File: config.mk
export PLATFORM = sky130hd
export DESIGN_NAME = pattern_count_engine
export DESIGN_NICKNAME = d
export VERILOG_FILES = /design/src/rtl/prog3_pkg.sv /design/src/rtl/window_matcher.sv /design/src/rtl/pattern_count_engine.sv
export SDC_FILE = /design/constraint.sdc
export NUM_CORES = 1
export LEC_CHECK = 0
export CELL_PAD_IN_SITES_DETAIL_PLACEMENT = 0
export CELL_PAD_IN_SITES_GLOBAL_PLACEMENT = 1
export CORE_MARGIN = 2
export CORE_UTILIZATION = 35
export DETAILED_ROUTE_END_ITERATION = 8
export PLACE_DENSITY_LB_ADDON = 0.1
export SETUP_SLACK_MARGIN = 0.05
export SLEW_MARGIN = 20
export SYNTH_ARGS = -nofsm -noshare
export SYNTH_HDL_FRONTEND = slang
export SYNTH_HIERARCHICAL = 1
export SYNTH_SLANG_ARGS = --single-unit
File: constraint.sdc
create_clock -name clk -period 5.8 [get_ports clk]
set_input_delay 0.58 -clock clk [delete_from_list [all_inputs] [get_ports clk]]
set_output_delay 0.58 -clock clk [all_outputs]
set_load 0.01 [all_outputs]
File: src/rtl/prog3_pkg.sv
// Shared types and default addresses for the program-3 pattern count engine.
package prog3_pkg;

  localparam int unsigned PAT_W         = 5;
  localparam int unsigned DEF_STR_BYTES = 32;
  localparam int unsigned DEF_PAT_ADDR  = 32;
  localparam int unsigned DEF_RES_ADDR  = 33;
  localparam int unsigned DEF_AW        = 8;

  localparam int unsigned CTB_OFF = 0;
  localparam int unsigned CTO_OFF = 1;
  localparam int unsigned CTS_OFF = 2;

  typedef enum logic [2:0] {
    IDLE = 3'd0,
    LOAD = 3'd1,
    SCAN = 3'd2,
    WR_B = 3'd3,
    WR_O = 3'd4,
    WR_S = 3'd5,
    DONE = 3'd6
  } state_t;

endpackage

File: src/rtl/window_matcher.sv
// Counts 5-bit pattern hits in the current byte and across the {prev[3:0], cur} window.
module window_matcher
  import prog3_pkg::*;
(
  input  logic [11:0]      w_i,
  input  logic [PAT_W-1:0] pat_i,
  input  logic             first_i,
  output logic [2:0]       in_cnt_c,
  output logic             any_c,
  output logic [3:0]       cross_cnt_c
);

  always_comb begin
    in_cnt_c    = '0;
    cross_cnt_c = '0;
    for (int i = 0; i < 4; i++) begin
      if (w_i[i +: PAT_W] == pat_i) in_cnt_c = in_cnt_c + 3'd1;
    end
    for (int i = 0; i < 8; i++) begin
      if (w_i[i +: PAT_W] == pat_i) cross_cnt_c = cross_cnt_c + 4'd1;
    end
    // The first byte has no predecessor, so only its own windows count.
    if (first_i) cross_cnt_c = {1'b0, in_cnt_c};
    any_c = (in_cnt_c != 3'd0);
  end

endmodule

File: src/rtl/pattern_count_engine.sv
// Memory-port master that scans the message for a 5-bit pattern and writes three counts back.
module pattern_count_engine
  import prog3_pkg::*;
#(
  parameter int unsigned STR_BYTES = DEF_STR_BYTES,
  parameter int unsigned PAT_ADDR  = DEF_PAT_ADDR,
  parameter int unsigned RES_ADDR  = DEF_RES_ADDR,
  parameter int unsigned AW        = DEF_AW
) (
  input  logic          clk,
  input  logic          reset,
  input  logic          start,
  output logic          done,
  output logic [AW-1:0] mem_addr,
  input  logic [7:0]    mem_rdata,
  output logic          mem_wen,
  output logic [7:0]    mem_wdata
);

  localparam int unsigned IDX_W = (STR_BYTES > 1) ? $clog2(STR_BYTES) : 1;

  state_t           state_q, state_d;
  logic [IDX_W-1:0] idx_q, idx_d;
  logic [PAT_W-1:0] pat_q, pat_d;
  logic [3:0]       prev_q, prev_d;
  logic [7:0]       ctb_q, ctb_d;
  logic [7:0]       cto_q, cto_d;
  logic [7:0]       cts_q, cts_d;
  logic [AW-1:0]    addr_q, addr_d;
  logic             wen_q, wen_d;
  logic [7:0]       wdata_q, wdata_d;
  logic             done_q, done_d;

  logic [2:0] in_cnt;
  logic       any_hit;
  logic [3:0] cross_cnt;

  window_matcher u_matcher (
    .w_i        ({prev_q, mem_rdata}),
    .pat_i      (pat_q),
    .first_i    (idx_q == '0),
    .in_cnt_c   (in_cnt),
    .any_c      (any_hit),
    .cross_cnt_c(cross_cnt)
  );

  // Next state plus the port values the next state will present (ports are registered).
  always_comb begin
    state_d = state_q;
    idx_d   = idx_q;
    pat_d   = pat_q;
    prev_d  = prev_q;
    ctb_d   = ctb_q;
    cto_d   = cto_q;
    cts_d   = cts_q;
    addr_d  = '0;
    wen_d   = 1'b0;
    wdata_d = '0;
    done_d  = 1'b0;

    case (state_q)
      IDLE: begin
        if (start) begin
          state_d = LOAD;
          ctb_d   = '0;
          cto_d   = '0;
          cts_d   = '0;
          addr_d  = AW'(PAT_ADDR);
        end
      end
      LOAD: begin
        pat_d   = mem_rdata[7:3];
        idx_d   = '0;
        state_d = SCAN;
        addr_d  = '0;
      end
      SCAN: begin
        ctb_d  = ctb_q + 8'(in_cnt);
        cto_d  = cto_q + 8'(any_hit);
        cts_d  = cts_q + 8'(cross_cnt);
        prev_d = mem_rdata[3:0];
        if (idx_q == IDX_W'(STR_BYTES - 1)) begin
          state_d = WR_B;
          addr_d  = AW'(RES_ADDR + CTB_OFF);
          wen_d   = 1'b1;
          wdata_d = ctb_d;
        end else begin
          idx_d  = idx_q + IDX_W'(1);
          addr_d = AW'(idx_d);
        end
      end
      WR_B: begin
        state_d = WR_O;
        addr_d  = AW'(RES_ADDR + CTO_OFF);
        wen_d   = 1'b1;
        wdata_d = cto_q;
      end
      WR_O: begin
        state_d = WR_S;
        addr_d  = AW'(RES_ADDR + CTS_OFF);
        wen_d   = 1'b1;
        wdata_d = cts_q;
      end
      WR_S: begin
        state_d = DONE;
        done_d  = 1'b1;
      end
      DONE: begin
        done_d = 1'b1;
        if (start) begin
          state_d = LOAD;
          done_d  = 1'b0;
          ctb_d   = '0;
          cto_d   = '0;
          cts_d   = '0;
          addr_d  = AW'(PAT_ADDR);
        end
      end
      default: state_d = IDLE;
    endcase
  end

  always_ff @(posedge clk or posedge reset) begin
    if (reset) begin
      state_q <= IDLE;
      idx_q   <= '0;
      pat_q   <= '0;
      prev_q  <= '0;
      ctb_q   <= '0;
      cto_q   <= '0;
      cts_q   <= '0;
      addr_q  <= '0;
      wen_q   <= 1'b0;
      wdata_q <= '0;
      done_q  <= 1'b0;
    end else begin
      state_q <= state_d;
      idx_q   <= idx_d;
      pat_q   <= pat_d;
      prev_q  <= prev_d;
      ctb_q   <= ctb_d;
      cto_q   <= cto_d;
      cts_q   <= cts_d;
      addr_q  <= addr_d;
      wen_q   <= wen_d;
      wdata_q <= wdata_d;
      done_q  <= done_d;
    end
  end

  assign done      = done_q;
  assign mem_addr  = addr_q;
  assign mem_wen   = wen_q;
  assign mem_wdata = wdata_q;

endmodule

---- After elaboration in Yosys (flattened, before gate mapping) ----
Cells that the tools add are included.
W data, S select, Z words.
storage, ports and cells
  output and inout bits ................... 18
  logic and storage cells ................. 84
  bits in registers ....................... 59
cells by class
  reductions and logical operators ........ 10
  multiplexer cells ....................... 31
  $add $sub $neg .......................... 14
  equal/unequal tests ..................... 18
operator list
  kind                   number
  $pmux W8 S2            3
  $eq A5 B5 Y1           8
  $mux W4                8
  $add A4 B1 Y4 const B  6
  $pmux W6 S4            1
  $pmux W8 S3            1
  $pmux W3 S6            1
  $mux W8                2
  $mux W3                5
  $mux W6                2
  $pmux W5 S2            1
  $eq A3 B3 Y1 const B   3
  $add A8 B1 Y8          1
  $add A8 B3 Y8          1
  $add A8 B4 Y8          1
  $add A3 B1 Y3 const B  2
  $eq A3 B2 Y1 const B   2
  $reduce_and A2 Y1      3
  $add A5 B1 Y5 const B  1
  $eq A5 B5 Y1 const B   1
  $logic_not A5 Y1       1
  $mux W5                1
  $add A1 B1 Y2 const B  2
  $mux W1                4
  8 further kinds        12

---- Depth between registers and ports, before layout ----
Gate-level depths: netlist (run 1).
  depth after elaboration ................. 19
  depth in mapped cells ................... 29

---- Modules after synthesis ----
The synthesis (run 1) kept the hierarchy.
by module, submodules not included
  module                area an instance (µm²)  cells an instance  instances  sequential area each (µm²)
  pattern_count_engine  2870.3                  286                1          1426.4
  window_matcher        1131.1                  135                1          0.0

---- Least setup slack after synthesis (run 1) ----
No wires, ideal clock.
  path type ............................... input-to-reg
  start ................................... in mem_rdata[4]
  end ..................................... reg cts_q[6]
  arrival time ............................ 5378 ps
  stages on the path ...................... 27
  buffers on the path ..................... 1
  path slack .............................. 292 ps
  cells stage by stage .................... buf_6 > xor2_1 > nor2_1 > and4_1 > ha_1 > xor2_2 > inv_1 > ha_1 > nand3_1 > o31ai_4 > inv_1 > ha_1 > inv_1 > a21oi_1 > ha_1 > nand2_1 > a2bb2oi_1 > ha_1 > mux2_2 > ha_1 > mux2i_1 > o21ai_0 > fa_1 > a21o_1 > a21oi_1 > or4_4 > a21oi_2
RTL lines
  item                    RTL line                     RTL
  start, declared         pattern_count_engine.sv:15   input logic [7:0] mem_rdata,
  $eq A5 B5 Y1            window_matcher.sv:17         if (w_i[i +: PAT_W] == pat_i) in_cnt_c = in_cnt_c + 3'd1;
  $mux W1                 window_matcher.sv:17
  $add A1 B1 Y2           window_matcher.sv:17
  $mux W3                 window_matcher.sv:17
  $add A3 B1 Y3           window_matcher.sv:17
  $mux W3                 window_matcher.sv:17
  $add A3 B1 Y3           window_matcher.sv:17
  $mux W3 *               window_matcher.sv:17
  named net in_cnt[1]     pattern_count_engine.sv:34   logic [2:0] in_cnt;
  $mux W4 *               window_matcher.sv:23         if (first_i) cross_cnt_c = {1'b0, in_cnt_c};
  named net cross_cnt[1]  pattern_count_engine.sv:36   logic [3:0] cross_cnt;
  $add A8 B4 Y8 *         pattern_count_engine.sv:80   cts_d = cts_q + 8'(cross_cnt);
  $pmux W8 S2 *           pattern_count_engine.sv:61   case (state_q)
  end signal, assigned    pattern_count_engine.sv:143  cts_q <= cts_d;
  end, declared           pattern_count_engine.sv:28   logic [7:0] cts_q, cts_d;
The timed path passes the listed nets; every way through them passes the cells marked *.
A chain may end at the register's enable or synchronous reset.

---- Worst setup path after layout (run 1) ----
  start ................................... in mem_rdata[1]
  end ..................................... reg cts_q[7]
RTL lines
  item                 RTL line
  $eq A5 B5 Y1         window_matcher.sv:17
  $mux W1              window_matcher.sv:17
  $add A1 B1 Y2        window_matcher.sv:17
  $mux W3 *            window_matcher.sv:17
  $add A3 B1 Y3        window_matcher.sv:17
  $mux W3 *            window_matcher.sv:17
  $add A3 B1 Y3        window_matcher.sv:17
  $mux W3 *            window_matcher.sv:17
  named net in_cnt[1]  pattern_count_engine.sv:34
  $mux W4 *            window_matcher.sv:23
  $add A8 B4 Y8 *      pattern_count_engine.sv:80
  $pmux W8 S2 *        pattern_count_engine.sv:61
Marks and branches as above.

==> summary.md, run 1 <==
| Metric | Value |
|---|---|
| Synth Flop Type | `dfrtp_1` |
| Clk_lat worst skew | `320 ps` |
| TNS Setup | `0 ps` |
| IO Pins | `29` |
| Hold Path Depth | `1` |
| Clock Power Share | `21.4%` |
| Yosys reg bits | `57` |
| Unrepaired setup endpoints after global routing | `yes` |
| Root Driver | `clkbuf_16` |
| R2r startpoint | `pat_q[1]` |
| ANT nets after route | `0` |
| HPWL after DPL | `6560 um` |
| Crit-path max cell delay | `540 ps` |
| Comb pwr share | `48.8%` |
| Cell Area, Synth | `4000 um^2` |
| 1st-iter DRT viols | `183` |
| Slew HR | `50.9%` |
| Row count | `39` |
| Largest family of logic cells by synthesized area | `simple AND/OR/NAND/NOR gates` |
| Required time of the worst setup path | `6000 ps` |
| Avg Inst Size Synth | `9.50 um^2` |
| Total wire length | `8910 um` |
| WP data arrival | `5600 ps` |
| GP Congestion | `0.777` |
| Die width | `111 um` |
| Post-layout min period | `5400 ps` |
| Post-synthesis xor/xnor area fraction | `16.4%` |
| Commonest non-fill, non-tap cell in the layout | `dfrtp_1` |
| CP max-delay cell | `clkdlybuf4s50_1` |
| Clk sink count | `57` |
| Internal power | `1.24 mW` |
| Antenna diodes | `0` |
| Total die area | `12300 um^2` |
| Share of cells above drive strength 1 | `16.0%` |
| Setup Viol. Count Final | `0` |
| Nets | `500` |
| Crit start category | `input pin` |
| Post-CTS sizing | `0` |
| CP Class | `input pin to register` |
| Crit end category | `register` |
| Initial Util | `35.5%` |
| Clock transition at path regs | `50 ps` |
| Vias after detailed routing | `2989` |
| Area of the multi-input gates | `2390 um^2` |
| FF-to-FF setup slack | `610 ps` |
| Sequential area share after synthesis | `35.6%` |
| Post-synthesis mux area share | `2.44%` |
| Hold EP | `cts_q[7]` |
| Worst-margin pin slew | `737 ps` |
| Synth Area in Compound Gates | `13.5%` |
| Pre-Repair DR Iteration Count | `4` |
| GRT Resource Usage Total | `15.9%` |
| Sw Ratio | `40.3%` |
| Worst Hold Class | `register to register` |
| Longest Clk Path Bufs | `2` |
| CTS tree | `yes` |
| NetSw | `839 uW` |
| Outcome | `finished clean` |
| Peak supply drop | `0.203 mV` |
| Synth Area in Simple Gates | `19.5%` |
| CP dominant cell by count | `ha_1` |
| Htree depth | `3` |
| Ys async rst share | `100%` |
| Routed len/inst | `14.5 um` |
| Number of global-route vias before repair | `2970` |
| Worst path bufs/invs | `5` |
| Pin count of the biggest net entering global routing | `58` |
| Synth warn | `6` |
| EDFF count, synth | `0` |
| Layout area overhead | `19.8%` |
| # hold bufs at CTS | `0` |
| Min-Delay Startpoint | `cts_q[7]` |
| Max Clock Freq | `185 MHz` |
| Vias per cell | `4.88` |
| Remaining global-route overflow | `0` |
| Adder-Cell Fraction of Synth Area | `7.25%` |
| Layout fillers | `1115` |
| Core footprint | `11300 um^2` |
| Static leakage | `2.19 nW` |
| Post-layout util | `42.5%` |
| Synth cell types | `63` |
| Max_cap viols | `0` |
| DRC viols | `0` |
| TritonCTS Buffers | `9` |
| CP max FO | `3` |
| Instance count of the mapped netlist | `421` |
| Top delay family on crit path | `adder cells` |
| Initial antenna violation count | `0` |
| Worst reg2reg endpoint | `cts_q[7]` |
| Reg2reg path depth | `27` |
| Clk_skew | `4.39 ps` |
| Hold_ws | `485 ps` |
| Max Transition Viols Final | `0` |
| Final-report hold violation count | `0` |
| Global-route wire length before repair | `15600 um` |
| Die height | `111 um` |
| Tcrit/Tclk final | `93.1%` |
| # port buffers | `26` |
| Sequential share of power | `29.8%` |
| Postcts setup bufs | `0` |
| Pwr dens | `435 nW/um^2` |
| Storage element area | `1430 um^2` |
| Commonest non-fill, non-tap cells in the layout | `dfrtp_1, nand2_1, xnor2_1` |
power by group through the flow:
| stage | sequential (mW) | combinational (mW) | clock [mW] |
|---|---|---|---|
| 4_1_cts | 0.623 | 1.03 | 0.457 |
| 3_3_place_gp | 0.631 | 1.01 | 0 |
| 5_1_grt | 0.642 | 1.15 | 0.476 |
| 3_5_place_dp | 0.627 | 1.02 | 0 |
| 2_1_floorplan | 0.556 | 0.810 | 0 |
| 6_report | 0.622 | 1.02 | 0.445 |
per-layer routing:
metal,wire [um],vias up,global-route usage [%],part of all wire [%]
li1,-,1543,-,-
met1,4560,1407,22.6,51
met2,4040,29,24.3,45
met3,182,10,2.90,2.0
met4,132,0,5.25,1.5
met5,0,-,0,0
logic make-up (layout without fill, tap and decap cells):
group,after synthesis,count (layout)
compound gates,77,77
xor+xnor,66,66
fa+ha+maj,22,22
buf+inv,39,87
flops,57,57
mux,9,9
other cells,1,2
simple gates,150,150
final cells by class:
type / count / share of cell area, %
multi-input cells: 326 / 49.8
flip-flops and latches: 57 / 29.8
repair buffers: 57 / 10.3
clock buffers: 13 / 5.01
well taps: 143 / 3.73
inverters: 16 / 1.25
clock inverters: 1 / 0.104
sequential cells by signal (all words and copies together), names as in the netlist:
name	flops
ctb_q	8
cto_q	8
cts_q	8
done	1
idx_q	5
mem_addr	6
mem_wdata	8
mem_wen	1
pat_q	5
prev_q	4
state_q	3
worst max path at each step:
stage,startpoint,to,slack (ps),depth (start not counted)
2_1_floorplan,mem_rdata[4],cts_q[6],290,27
3_3_place_gp,mem_rdata[4],cts_q[6],-70,27
3_5_place_dp,mem_rdata[1],cts_q[6],-160,27
4_1_cts,mem_rdata[4],cts_q[6],160,27
5_1_grt,mem_rdata[1],cts_q[4],50,27
6_report,mem_rdata[1],cts_q[7],400,28
synth_stat cells, types with 3 or more instances:
master / n / area [um^2]
dfrtp_1: 57 / 1430
nand2_1: 50 / 188
xnor2_1: 39 / 342
o21ai_0: 28 / 140
nand3_1: 27 / 135
nor2_1: 24 / 90.1
xor2_1: 21 / 184
ha_1: 20 / 250
inv_1: 16 / 60.1
a21oi_1: 11 / 55.1
a22oi_1: 8 / 60.1
nand2b_1: 8 / 50.1
a21o_1: 7 / 52.6
clkbuf_1: 7 / 26.3
buf_2: 6 / 30.0
buf_4: 6 / 45.0
mux2_2: 6 / 67.6
and2_1: 5 / 31.3
and3_1: 5 / 31.3
nor3_1: 5 / 25.0
buf_6: 4 / 45.0
nand4_1: 4 / 25.0
o31ai_1: 4 / 30.0
a211oi_1: 3 / 22.5
mux2i_1: 3 / 30.0
metrics by stage:
step	cell area [um^2]	setup slack (ps)	power (mW)	cells
floorplan	4010	292	1.37	422
global placement	4530	-73.3	1.64	599
detailed placement	4530	-160	1.65	599
CTS	4780	156	2.11	613
global route	4790	48.6	2.27	613
finish	4790	399	2.08	613
Power figures use the tool's default switching activity.
==> inputs of run 2 (changes only) <==
Settings changed: GPL_TIMING_DRIVEN from default to 0, MAX_ROUTING_LAYER from default to met4.
==> run 2 against run 1 <==
Wire length rose by 4.1%. Highest routed layer unchanged. Worst setup slack worse by 25 ps. Via count up 2.3%. Clock skew grew 1.4 ps. Critical path type unchanged. Largest power group unchanged.
==> summary.md, run 2 (synthesis results as in run 1) <==
| Metric | Value |
|---|---|
| HPWL after DPL | `6690 um` |
| Clk_lat worst skew | `330 ps` |
| Antenna diodes | `0` |
| FF-to-FF setup slack | `600 ps` |
| GP Congestion | `0.755` |
| WP data arrival | `5680 ps` |
| R2r startpoint | `pat_q[1]` |
| Final instance area | `4890 um^2` |
| Worst-margin pin slew | `831 ps` |
| Pin count of the biggest net entering global routing | `47` |
| Total wire length | `9280 um` |
| Layout area overhead | `22.3%` |
| Row count | `39` |
| Worst Hold Class | `register to register` |
| Commonest non-fill, non-tap cells in the layout | `dfrtp_1, nand2_1, xnor2_1` |
| Root Driver | `clkbuf_16` |
| IO Pins | `29` |
| TritonCTS Buffers | `9` |
| Reg2reg path depth | `27` |
| Die width | `111 um` |
| CTS tree | `yes` |
| Total die area | `12300 um^2` |
| Tcrit/Tclk final | `93.6%` |
| Peak supply drop | `0.197 mV` |
| Hold EP | `cts_q[7]` |
| Crit start category | `input pin` |
| DRC viols | `0` |
| Static leakage | `2.21 nW` |
| Hold Path Depth | `1` |
| Clk sink count | `57` |
| Share of cells above drive strength 1 | `16.3%` |
| Core footprint | `11300 um^2` |
| Max Transition Viols Final | `0` |
| Vias per cell | `4.98` |
| Htree depth | `3` |
| Placed Area | `4480 um^2` |
| Global-route wire length before repair | `15700 um` |
| CP max FO | `4` |
| Number of global-route vias before repair | `2964` |
| Post-layout min period | `5430 ps` |
| CP Class | `input pin to register` |
| Longest Clk Path Bufs | `2` |
| TNS Setup | `0 ps` |
| Max_cap viols | `0` |
| Crit end category | `register` |
| Nets | `501` |
| Unrepaired setup endpoints after global routing | `no` |
| Initial antenna violation count | `0` |
| Pre-Repair DR Iteration Count | `4` |
| Remaining global-route overflow | `0` |
| Pwr dens | `443 nW/um^2` |
| Final-report hold violation count | `0` |
| Layout fillers | `1075` |
| Setup Viol. Count Final | `0` |
| Min-Delay Startpoint | `cts_q[7]` |
| Worst reg2reg endpoint | `cts_q[6]` |
| Pwr Total | `2.17 mW` |
| # port buffers | `26` |
| Vias after detailed routing | `3058` |
| Die height | `111 um` |
| Slew HR | `44.2%` |
| Initial Util | `35.5%` |
| Required time of the worst setup path | `6060 ps` |
| Commonest non-fill, non-tap cell in the layout | `dfrtp_1` |
| 1st-iter DRT viols | `133` |
| GRT Resource Usage Total | `16.5%` |
| Clock transition at path regs | `50 ps` |
| Clk_skew | `5.76 ps` |
| Routed len/inst | `15.1 um` |
| ANT nets after route | `0` |
| Max Clock Freq | `184 MHz` |
| # hold bufs at CTS | `0` |
| Outcome | `finished clean` |
-- run 2: layout make-up --
| class | instances | area, um^2 | share of cell area (%) |
|---|---|---|---|
| plain buffers | 23 | 146 | 2.99 |
| clock buffers | 14 | 264 | 5.39 |
| inverters | 16 | 62.6 | 1.28 |
| multi-input cells | 326 | 2460 | 50.3 |
| flip-flops and latches | 57 | 1430 | 29.1 |
| well taps | 143 | 179 | 3.66 |
| repair buffers | 35 | 354 | 7.23 |
-- run 2: how the worst max path moves through the flow --
stage,slack (ps),cells past startpoint,to,start
after floorplan,290,27,cts_q[6],mem_rdata[4]
after global placement,-870,26,cts_q[6],mem_rdata[3]
after detailed placement,-960,26,cts_q[6],mem_rdata[3]
after CTS,100,28,cts_q[6],mem_rdata[6]
after global routing,70,28,cts_q[6],mem_rdata[1]
final,370,28,cts_q[6],mem_rdata[1]
-- run 2: through the flow --
step	instances	setup WS [ps]	utilization [%]	hold WS (ps)
floorplan	422	292	-	446
global placement	591	-870	39.4	469
detailed placement	592	-960	39.7	472
CTS	613	95.1	42.9	478
global route	614	69.7	43.4	497
finish	614	374	43.4	477
-- run 2: worst max-delay path, stage by stage --
cell             delay (ps)
clkdlybuf4s50_1         560
xor2_1                  160
nor2_1                   60
and4_1                  220
ha_4                    310
xor2_4                  150
inv_1                    60
ha_1                    280
nand3_2                  80
o31ai_4                 100
inv_2                    70
ha_4                    220
inv_1                    60
a21oi_1                  70
ha_1                    310
nand2_1                  50
a2bb2oi_2               200
ha_1                    250
mux2_4                  270
ha_1                    180
nand2_1                  70
xnor2_1                 110
o21ai_1                  80
ha_1                    350
a21o_1                  170
a21oi_4                  90
or4_4                   420
a21oi_2                 140
-- run 2: power by group --
group	leakage, nW	internal, mW	switching [mW]
Combinational	1.32	0.502	0.634
Clock	0.129	0.307	0.166
Sequential	0.765	0.486	0.0736
Total	2.21	1.29	0.873
-- run 2: routing by layer --
metal  global-route usage (%)  routed length (um)  up-vias
met2                     24.9                4410       45
met3                     3.50                 272        9
li1                         -                   -     1546
met5                        -                   0        -
met4                     5.25                 123        0
met1                     22.4                4470     1458
-- run 2: what timing repair did --
item                                    in CTS  in global routing
setup buffers                                7                  1
gates resized for setup                      9                 13
pin swaps                                    7                 11
endpoints found under the setup margin       7                  5
